[config.mk]
export PLATFORM = sky130hd
export DESIGN_NAME = button_debouncer
export DESIGN_NICKNAME = d
export VERILOG_FILES = /design/src/rtl/button_debouncer.sv
export SDC_FILE = /design/constraint.sdc
export NUM_CORES = 1
export LEC_CHECK = 0
export BUFFER_PORTS_ARGS = -buffer_cell sky130_fd_sc_hd__buf_2
export CELL_PAD_IN_SITES_DETAIL_PLACEMENT = 1
export CELL_PAD_IN_SITES_GLOBAL_PLACEMENT = 1
export CORE_MARGIN = 3
export CORE_UTILIZATION = 47
export CTS_CLUSTER_DIAMETER = 60
export DETAILED_ROUTE_END_ITERATION = 7
export HOLD_SLACK_MARGIN = 0.08
export PLACE_DENSITY_LB_ADDON = 0.1
export SLEW_MARGIN = 10
export SYNTH_ARGS = -nofsm -noshare
export SYNTH_HDL_FRONTEND = slang
export SYNTH_SLANG_ARGS = --single-unit
[constraint.sdc]
create_clock -name clock -period 7 [get_ports clock]
set_clock_uncertainty 0.1 [all_clocks]
set_input_delay 1.05 -clock clock [delete_from_list [all_inputs] [get_ports clock]]
set_output_delay 1.05 -clock clock [all_outputs]
set_load 0.01 [all_outputs]
[src/rtl/button_debouncer.sv]
// button_debouncer: synchronizes and debounces an active-low key into level, strobes and a press count.
// Optional auto-repeat strobes are compiled in with BUTTON_DEBOUNCER_AUTO_REPEAT_EN.
module button_debouncer #(
  parameter int DEBOUNCE_CYCLES = 1000000,
  parameter int COUNT_WIDTH = 8,
  parameter int REPEAT_DELAY = 25000000,
  parameter int REPEAT_PERIOD = 5000000
) (
  input  logic clock,
  input  logic reset,
  input  logic key_n,
  output logic pressed,
  output logic press_pulse,
  output logic release_pulse,
  output logic repeat_pulse,
  output logic [COUNT_WIDTH-1:0] press_count
);
  localparam int DW = $clog2(DEBOUNCE_CYCLES);
  typedef enum logic [1:0] {RELEASED, HELD, REPEAT_WAIT, REPEAT_RUN} state_t;
  state_t state;
  logic [1:0] sync;
  logic key_s;
  logic [DW-1:0] db_cnt;
  logic armed;
  logic settle;
  assign key_s = ~sync[1];
  // armed adds the final stable sample so a new level needs DEBOUNCE_CYCLES+1 agreeing samples
  assign settle = key_s != pressed && db_cnt == DW'(DEBOUNCE_CYCLES - 1) && armed;
  always_ff @(posedge clock) begin
    if (reset) sync <= 2'b11;
    else sync <= {sync[0], key_n};
  end
  always_ff @(posedge clock) begin
    if (reset || key_s == pressed || settle) begin
      db_cnt <= '0;
      armed <= 1'b0;
    end else if (db_cnt == DW'(DEBOUNCE_CYCLES - 1)) armed <= 1'b1;
    else db_cnt <= db_cnt + 1'b1;
  end
`ifdef BUTTON_DEBOUNCER_AUTO_REPEAT_EN
  localparam int RW = $clog2(REPEAT_DELAY > REPEAT_PERIOD ? REPEAT_DELAY : REPEAT_PERIOD);
  logic [RW-1:0] rpt_cnt;
  logic rpt_due;
  assign rpt_due = state == REPEAT_RUN ? rpt_cnt == RW'(REPEAT_PERIOD - 1) : rpt_cnt == RW'(REPEAT_DELAY - 1);
`else
  assign repeat_pulse = 1'b0;
`endif
  always_ff @(posedge clock) begin
    if (reset) begin
      state <= RELEASED;
      pressed <= 1'b0;
      press_pulse <= 1'b0;
      release_pulse <= 1'b0;
      press_count <= '0;
`ifdef BUTTON_DEBOUNCER_AUTO_REPEAT_EN
      repeat_pulse <= 1'b0;
      rpt_cnt <= '0;
`endif
    end else begin
      press_pulse <= settle && state == RELEASED;
      release_pulse <= settle && state != RELEASED;
`ifdef BUTTON_DEBOUNCER_AUTO_REPEAT_EN
      repeat_pulse <= 1'b0;
`endif
      if (settle && state == RELEASED) begin
        state <= HELD;
        pressed <= 1'b1;
        press_count <= press_count + 1'b1;
`ifdef BUTTON_DEBOUNCER_AUTO_REPEAT_EN
        rpt_cnt <= '0;
`endif
      end else if (settle) begin
        state <= RELEASED;
        pressed <= 1'b0;
      end
`ifdef BUTTON_DEBOUNCER_AUTO_REPEAT_EN
      // a release on the same edge takes priority over a due repeat
      else if (state != RELEASED) begin
        if (rpt_due) begin
          repeat_pulse <= 1'b1;
          rpt_cnt <= '0;
          state <= REPEAT_RUN;
        end else begin
          rpt_cnt <= rpt_cnt + 1'b1;
          if (state == HELD) state <= REPEAT_WAIT;
        end
      end
`endif
    end
  end
endmodule

; ---- Word level (Yosys, flattened, before mapping)
; Cells that the tools add are included.
[word_totals]
ff_bits = 35
inputBits = 3
out_inout_bits = 12
[classes]
n_addsub = 2
n_eq_ne = 3
n_mux = 4
n_bitwise = 1
reduce_logical = 8
[ops]
columns = operator, count
row1 = "adder 20 x 1 -> 20 bit, second input constant", 1
row2 = "== test 20 bit, second input constant", 1
row3 = "adder 8 x 1 -> 8 bit, second input constant", 1
row4 = logical AND 1 bit, 4
row5 = two-way mux 1 bit, 4
row6 = logical NOT 2 bit, 1
row7 = logical OR 1 bit, 2
row8 = nonzero test 2 bit, 1
row9 = == test 1 bit, 1
row10 = != test 1 bit, 1
row11 = NOT 1 bit, 1

; ---- Logic depth before layout (Yosys ltp)
; Gate-level depths: netlist of run 1.
[depth]
ltp_word = 6
ltp_mapped = 7
ltp_nobuf = 5

; ---- Worst setup path after synthesis of run 1
; Ideal clock, no wire load.
[synth_path]
path_kind = register to register
startpoint = reg db_cnt[10]
endpoint = reg db_cnt[18]
arrival_ps = 2072
setup_slack_ps = 4703
path_stages_with_launch = 6
n_path_buf = 1
period_less_slack_ps = 2297
cell_sequence = dfxtp_1 -> or4b_4 -> nor4_1 -> a31o_2 -> buf_4 -> a21oi_1
[synth_between]
elab_chain_len = 4
word_cells_on_any_way = 5
cone_classes = 1 x add/sub / 1 x eq/ne / 3 x reduce/logical
[synth_lines]
columns = item, line_no
row1 = "start, declared", 23  ; logic [DW-1:0] db_cnt;
row2 = "start signal, assigned", 38  ; else db_cnt <= db_cnt + 1'b1;
row3 = branches (longest 4 deep; another with adder 20 x 1 -> 20 bit), n/a
; Several ways; the timed one is not identified.
; A chain may end at the register's enable or synchronous reset.

; ---- Final worst setup path of run 1
[layout_path]
startpoint = reg db_cnt[10]
endpoint = reg db_cnt[2]
[layout_between]
elab_chain_len = 4
[layout_lines]
columns = item, line_no
row1 = == test 20 bit *, "28, 37"
row2 = logical AND 1 bit (2 in a row), 28  ; assign settle = key_s != pressed && db_cnt == DW'(DEBOUNCE_CYCLES - 1) && armed;
row3 = logical OR 1 bit, 34  ; if (reset || key_s == pressed || settle) begin
; Every way passes the cells marked *; elsewhere a longest branch is shown, timed or not.

==> results of run 1 <==
-- cells by family after synthesis --
family	after synthesis
AO/OA/AOI/OAI	39
XOR/XNOR	10
adder cells (fa/ha/maj)	2
buffers and inverters	12
flip-flops	34
multiplexers	2
other	1
AND/OR/NAND/NOR	85
-- cells in the mapped netlist (all sizes together) --
cell | n | area, µm²
dfxtp | 34 | 681
a21oi | 16 | 80.1
nor2 | 14 | 52.6
nand4 | 12 | 75.1
nand3 | 9 | 45.0
nand2 | 8 | 30.0
o21ai | 8 | 40.0
xor2 | 8 | 70.1
or4 | 7 | 56.3
clkbuf | 6 | 22.5
o31ai | 6 | 45.0
or2 | 5 | 31.3
and4 | 4 | 35.0
nor2b | 4 | 25.0
nor3 | 4 | 20.0
a31oi | 3 | 18.8
and3 | 3 | 18.8
buf | 3 | 26.3
inv | 3 | 11.3
or3 | 3 | 18.8
a21o | 2 | 15.0
ha | 2 | 25.0
mux2 | 2 | 22.5
nor3b | 2 | 15.0
nor4b | 2 | 17.5
o211ai | 2 | 15.0
xnor2 | 2 | 17.5
a311oi | 1 | 8.76
a31o | 1 | 8.76
and2 | 1 | 6.26
conb | 1 | 3.75
nand2b | 1 | 6.26
nand3b | 1 | 7.51
nand4b | 1 | 8.76
nand4bb | 1 | 11.3
nor4 | 1 | 6.26
or3b | 1 | 8.76
or4b | 1 | 13.8
-- worst max path at each step --
stage,endpoint,depth (start not counted),slack [ns],startpoint
3_5_place_dp,db_cnt[2],4,4.38,db_cnt[10]
3_3_place_gp,db_cnt[2],4,4.46,db_cnt[10]
6_report,db_cnt[2],4,4.37,db_cnt[10]
4_1_cts,db_cnt[2],4,4.36,db_cnt[10]
5_1_grt,db_cnt[5],5,4.18,db_cnt[0]
2_1_floorplan,db_cnt[18],5,4.70,db_cnt[10]
-- sequential cells by signal, summed over array words and instances, names as in the netlist --
signal	flops
armed	1
db_cnt	20
press_count	8
press_pulse	1
pressed	1
release_pulse	1
sync	2
-- worst reg2reg max path, stage by stage, from the launching register on --
cell     delay (ns)
dfxtp_1        0.35
or4b_4         0.55
nor4_1         0.93
a31o_2         0.48
nor3_1         0.10
-- area by class of cell --
cell class	count	share of cell area [%]
multi-input combinational	139	50.6
timing repair buffer	13	3.75
tap	44	3.17
sequential	34	39.2
inverter	3	0.648
clock buffer	7	2.59
-- per-layer routing --
| layer | vias to the layer above | global-route usage [%] | routed length [µm] |
|---|---|---|---|
| li1 | 707 | - | - |
| met1 | 728 | 24.7 | 1760 |
| met2 | 15 | 37.3 | 1990 |
| met3 | 7 | 4.16 | 82 |
| met4 | 0 | 7.12 | 61 |
| met5 | - | 0 | 0 |
-- through the flow --
stage	hold WS, ns	instance area [µm²]	util [%]	setup WS [ns]
after CTS	0.332	1740	54.6	4.36
after floorplan	0.289	1620	-	4.70
after detailed placement	0.308	1690	53.2	4.38
after global placement	0.295	1690	53.2	4.46
after global routing	0.351	1740	54.6	4.18
final	0.327	1740	54.6	4.37
-- power breakdown --
part / switching [mW] / internal [mW] / leakage [nW] / total [mW]
combinational: 0.00310 / 0.00145 / 0.261 / 0.00455
clock: 0.0610 / 0.0379 / 0.0254 / 0.0989
sequential: 0.000503 / 0.194 / 0.274 / 0.194
total: 0.0646 / 0.233 / 0.560 / 0.298
==> results.tsv, run 1 <==
stage	metric	value	unit
outcome	status	complete, no violations	
drt	firstDrtPassIters	4	
setup_path	path_delay_family	simple AND/OR/NAND/NOR gates	
setup_path	end_kind	flop	
finish	antenna_cells	0	
setup_path	regToRegEndpoint	db_cnt[2]	
placed_design	numPortBuffers	13	
floorplanning	start_util	51.0	%
synth	yosys.area_share.simple	31.4	%
finish	drive_gt1_share	14.8	%
drt	final_antenna_net_count	0	
timing	slew_headroom	26.8	%
clocking	clk_latency	0.33	ns
run	drv_cap	0	
clocking	cts_sinks	34	
synth	synthAdderAreaFrac	1.54	%
synth	synth_cell_types	40	
global_routing	grt_usage	20.9	%
clocking	hold_buffers	0	
finish	regArea	681	µm²
clocking	cts_made_buffers	5	
min_path	hold_path_end	sync[1]	
placed_design	hpwl	2.79	mm
drt	totalWireLength	3.90	mm
floorplanning	core.rowCount	20	
floorplanning	die_x	64.7	µm
floorplanning	die-area	0.00419	mm²
finish	multi_input_area	880	µm²
timing	rsz0062_at_grt	no	
power_and_ir_drop	p_total	0.298	mW
timing	layout_min_cycle_time	2.63	ns
finish	final_nets	201	
global_routing	grt_pass1_vias	1479	
clocking	clockRootBuffer	clkbuf_4	
synth	yosysWarnings	0	
drt	num_vias	1457	
setup_path	worstPathMaxFanout	14	
global_routing	antenna_found_initial	0	
floorplanning	core_area	0.00318	mm²
synth	postSynthAreaPerCell	8.76	µm²
clocking	htree_levels	2	
setup_path	cpPeakStageDelay	0.93	ns
drt	drc	0	
finish	fin_cells	240	
min_path	worstHoldStart	sync[0]	
synth	postSynthNetCount	190	
setup_path	cp_data_required_time	7.11	ns
finish	mostFrequentLayoutCell	dfxtp_1	
synth	yosysSeqAreaShare	42.0	%
placed_design	gp_congestion	0.817	
floorplanning	io_pins	15	
setup_path	slowest_stage	nor4_1	
timing	finalMaxSlewViolations	0	
global_routing	grt_max_degree	21	
timing	timing.final.crit_share	37.6	%
floorplanning	die_y	64.7	µm
synth	ys_ff_latch	34	
setup_path	path_class	flop to flop	
clocking	post_cts_resized	0	
timing	timing.fmax	380	MHz
clocking	clock_path_buffers	2	
synth	netlist_area	0.00162	mm²
power_and_ir_drop	ir_drop	101	µV
clocking	cts_tree	built	
finish	area_delta_synth_final	7.18	%
finish	fill_cells	398	
timing	tns	0	ns
drt	post_drt_wl_per_cell	16.2	µm
synth	synth.area.mux_share	1.39	%
synth	synth_cells	185	
setup_path	arrival	2.74	ns
clocking	cts_setup_buffers	0	
timing	hold_viol	0	
power_and_ir_drop	p_per_area	172	mW/mm²
power_and_ir_drop	p_leak	0.560	nW
clocking	path_clk_slew	0.09	ns
global_routing	overflow	0	
timing	finalSetupViolCount	0	
setup_path	rrSetupSlack	4.37	ns
setup_path	cp_num_buf_inv	0	
drt	dr.first_iter.drc_count	74	
timing	worst_pin_slew	1.09	ns
global_routing	grt_pass1_wl	6.84	mm
synth	synth_top_family_by_area	simple AND/OR/NAND/NOR gates	
synth	synth_compound_area_share	14.3	%
min_path	hold_path_depth	1	
synth	synth_xor_area_share	5.41	%
setup_path	path_cells	or4b_4 -> nor4_1 -> a31o_2 -> nor3_1	
placed_design	dp_cells	233	
min_path	hold_class	flop to flop	
setup_path	r2r_cells	4	
finish	layout_common_cells	dfxtp_1, a21oi_1, nor2_1	
setup_path	r2r-start	db_cnt[10]	
setup_path	worstSetupStartpointType	flop	
drt	vias_per_cell	6.07	
Note: power is estimated with default switching activity, not from simulation.
==> run 2: changes to the inputs <==
--- a/config.mk
+++ b/config.mk
@@ -5,11 +5,12 @@
 export SDC_FILE = /design/constraint.sdc
 export NUM_CORES = 1
 export LEC_CHECK = 0
+export ABC_AREA = 1
 export BUFFER_PORTS_ARGS = -buffer_cell sky130_fd_sc_hd__buf_2
 export CELL_PAD_IN_SITES_DETAIL_PLACEMENT = 1
 export CELL_PAD_IN_SITES_GLOBAL_PLACEMENT = 1
 export CORE_MARGIN = 3
-export CORE_UTILIZATION = 47
+export CORE_UTILIZATION = 42
 export CTS_CLUSTER_DIAMETER = 60
 export DETAILED_ROUTE_END_ITERATION = 7
 export HOLD_SLACK_MARGIN = 0.08
==> constraint.sdc (replaced) <==
create_clock -name clock -period 2.55 [get_ports clock]
set_clock_uncertainty 0.1 [all_clocks]
set_input_delay 0.3825 -clock clock [delete_from_list [all_inputs] [get_ports clock]]
set_output_delay 0.3825 -clock clock [all_outputs]
set_load 0.01 [all_outputs]
==> run 2 against run 1 <==
Net effect:
- global-route usage down 2.6 points
- via count up 11%
- die area up 17%
- critical endpoint is now db_cnt[8]
==> results.tsv, run 2 <==
stage	metric	value	unit	change
drt	num_vias	1612		was 1,457
drt	vias_per_cell	5.09		was 6.07
synth	yosysWarnings	0		unchanged
timing	finalSetupViolCount	0		unchanged
min_path	hold_class	primary input to flop		was flop to flop
clocking	clk_latency	0.28	ns	was 0.33 ns
finish	largest_register	db_cnt		unchanged
clocking	clockRootBuffer	clkbuf_8		was clkbuf_4
finish	top_regs	db_cnt (20), press_count (8), sync (2)		unchanged
finish	area_delta_synth_final	11.1	%	was 7.18%
timing	hold_viol	0		unchanged
floorplanning	io_pins	15		unchanged
setup_path	cp_data_required_time	2.60	ns	was 7.11 ns
finish	fill_cells	501		was 398
setup_path	worstPathMaxFanout	21		was 14
clocking	hold_buffers	0		unchanged
floorplanning	core.rowCount	22		was 20
global_routing	grt_pass1_wl	7.21	mm	was 6.84 mm
synth	postSynthNetCount	257		was 190
setup_path	path_cells	ha_1 -> nand3_1 -> inv_1 -> nand3_2 -> nor3_4 -> inv_2 -> nand2_2 -> a21oi_1		was or4b_4 -> nor4_1 -> a31o_2 -> nor3_1
synth	synth_common_cells	nand2_1, nor2_1, inv_1, dfxtp_1, nand4_1		was dfxtp_1, a21oi_1, nor2_1, nand4_1, nand3_1
finish	largest_reg_flops	20		unchanged
clocking	post_cts_resized	0		unchanged
power_and_ir_drop	p_total	0.956	mW	was 0.298 mW
power_and_ir_drop	p_leak	0.736	nW	was 0.560 nW
power_and_ir_drop	p_per_area	502	mW/mm²	was 172 mW/mm²
setup_path	slowest_stage	dfxtp_1		was nor4_1
clocking	cts_sinks	34		unchanged
synth	postSynthAreaPerCell	6.80	µm²	was 8.76 µm²
clocking	cts_tree	built		unchanged
drt	totalWireLength	4.09	mm	was 3.90 mm
power_and_ir_drop	ir_drop	275	µV	was 101 µV
synth	yosysSeqAreaShare	39.7	%	was 42.0%
global_routing	grt_pass1_vias	1635		was 1,479
drt	final_antenna_net_count	0		unchanged
drt	dr.first_iter.drc_count	62		was 74
floorplanning	start_util	45.1	%	was 51.0%
timing	finalMaxSlewViolations	0		unchanged
synth	synth-main-ff-cell	dfxtp_1		unchanged
timing	hold_ws	0.182	ns	was 0.327 ns
clocking	cts_made_buffers	5		unchanged
clocking	htree_levels	2		unchanged
placed_design	dp_cells	309		was 233
synth	yosys-top-cells-area	dfxtp_1, nand2_1, nor2_1		was dfxtp_1, a21oi_1, nand4_1
run	drv_cap	0		unchanged
synth	netlist_area	0.00171	mm²	was 0.00162 mm²
placed_design	numPortBuffers	13		unchanged
timing	timing.final.crit_share	84.8	%	was 37.6%
timing	tns	0	ns	unchanged
setup_path	end_kind	flop		unchanged
placed_design	gp_congestion	0.792		was 0.817
finish	mostFrequentLayoutCell	nand2_1		was dfxtp_1
placed_design	pre_cts_ws	0.407	ns	was 4.38 ns
synth	async_reset_ff_share	0	%	unchanged
outcome	status	complete, no violations		unchanged
global_routing	grt_usage	18.3	%	was 20.9%
synth	synth.top_cell.area_share	39.7	%	was 42.0%
clocking	clock_path_buffers	2		unchanged
finish	fin_cells	317		was 240
drt	firstDrtPassIters	4		unchanged
drt	post_drt_wl_per_cell	12.9	µm	was 16.2 µm
synth	synth_cells	252		was 185
timing	timing.fmax	462	MHz	was 380 MHz
synth	yosysTopAreaCell	dfxtp_1		unchanged
placed_design	hpwl	3.09	mm	was 2.79 mm
floorplanning	die_y	69.9	µm	was 64.7 µm
floorplanning	die-area	0.00488	mm²	was 0.00419 mm²
global_routing	grt_max_degree	22		was 21
clocking	cts_setup_buffers	0		unchanged
finish	final_nets	273		was 201
floorplanning	die_x	69.9	µm	was 64.7 µm
timing	rsz0062_at_grt	no		unchanged
finish	layout_common_cells	nand2_1, nor2_1, inv_1		was dfxtp_1, a21oi_1, nor2_1
synth	synthMostInstantiatedCell	nand2_1		was dfxtp_1
synth	ys_ff_latch	34		unchanged
global_routing	overflow	0		unchanged
synth	synth_cell_types	25		was 40
setup_path	arrival	2.21	ns	was 2.74 ns
setup_path	path_class	flop to flop		unchanged
global_routing	antenna_found_initial	0		unchanged
drt	drc	0		unchanged
timing	fin_ws	0.387	ns	was 4.37 ns
clocking	path_clk_slew	0.07	ns	was 0.09 ns
timing	layout_min_cycle_time	2.16	ns	was 2.63 ns
setup_path	cpPeakStageDelay	0.41	ns	was 0.93 ns
floorplanning	core_area	0.00380	mm²	was 0.00318 mm²
synth	synth_edf_count	0		unchanged
finish	drive_gt1_share	11.2	%	was 14.8%
setup_path	worstSetupStartpointType	flop		unchanged
finish	antenna_cells	0		unchanged
==> run 2: per-stage QoR <==
step	area (µm²)	util (%)
floorplan	1710	-
global placement	1810	47.7
detailed placement	1810	47.7
CTS	1900	50.1
global route	1900	50.1
finish	1900	50.1
==> run 2: final cells by class <==
| class | count | area (µm²) | share of cell area, % |
|---|---|---|---|
| well taps | 48 | 60.1 | 3.16 |
| repair buffers | 13 | 65.1 | 3.42 |
| clock inverters | 1 | 5.00 | 0.263 |
| multi-input cells | 177 | 867 | 45.6 |
| flip-flops and latches | 34 | 681 | 35.8 |
| inverters | 37 | 139 | 7.30 |
| clock buffers | 7 | 86.3 | 4.54 |
==> run 2: path summary, 6_finish.rpt <==
path	end	slack [ns]	start	cells after the start
min reg2reg	sync[1]	0.31	sync[0]	1
max	db_cnt[8]	0.39	db_cnt[0]	8
max reg2reg	db_cnt[8]	0.39	db_cnt[0]	8
min	sync[0]	0.18	key_n	2
==> run 2: worst max-delay path: cells and delay by family, from the launching register on <==
| family | cells | cell delay [ns] |
|---|---|---|
| fa+ha+maj | 1 | 0.29 |
| buf+inv | 2 | 0.20 |
| compound gates | 1 | 0.10 |
| flops | 1 | 0.41 |
| simple gates | 4 | 0.92 |
==> run 2: kinds of logic after synthesis <==
kind of cell,share of synthesized area [%]
xor+xnor,5.11
simple gates,40.0
flops,39.7
fa+ha+maj,1.46
buf+inv,9.64
other cells,0.219
compound gates,3.87
==> run 2: layer usage <==
metal / global-route usage [%] / vias to the layer above / wire length [µm]
met5: 0 / - / 0
met4: 5.32 / 0 / 57
met3: 4.46 / 6 / 118
met2: 32.4 / 23 / 2010
met1: 21.6 / 748 / 1910
li1: - / 835 / -
==> run 2: power by group <==
group          leakage, nW  internal [mW]  total (mW)  switching (mW)
Clock               0.0482          0.218       0.408           0.190
Combinational        0.413        0.00430      0.0139         0.00963
Sequential           0.274          0.533       0.534         0.00115
Total                0.736          0.755       0.956           0.201
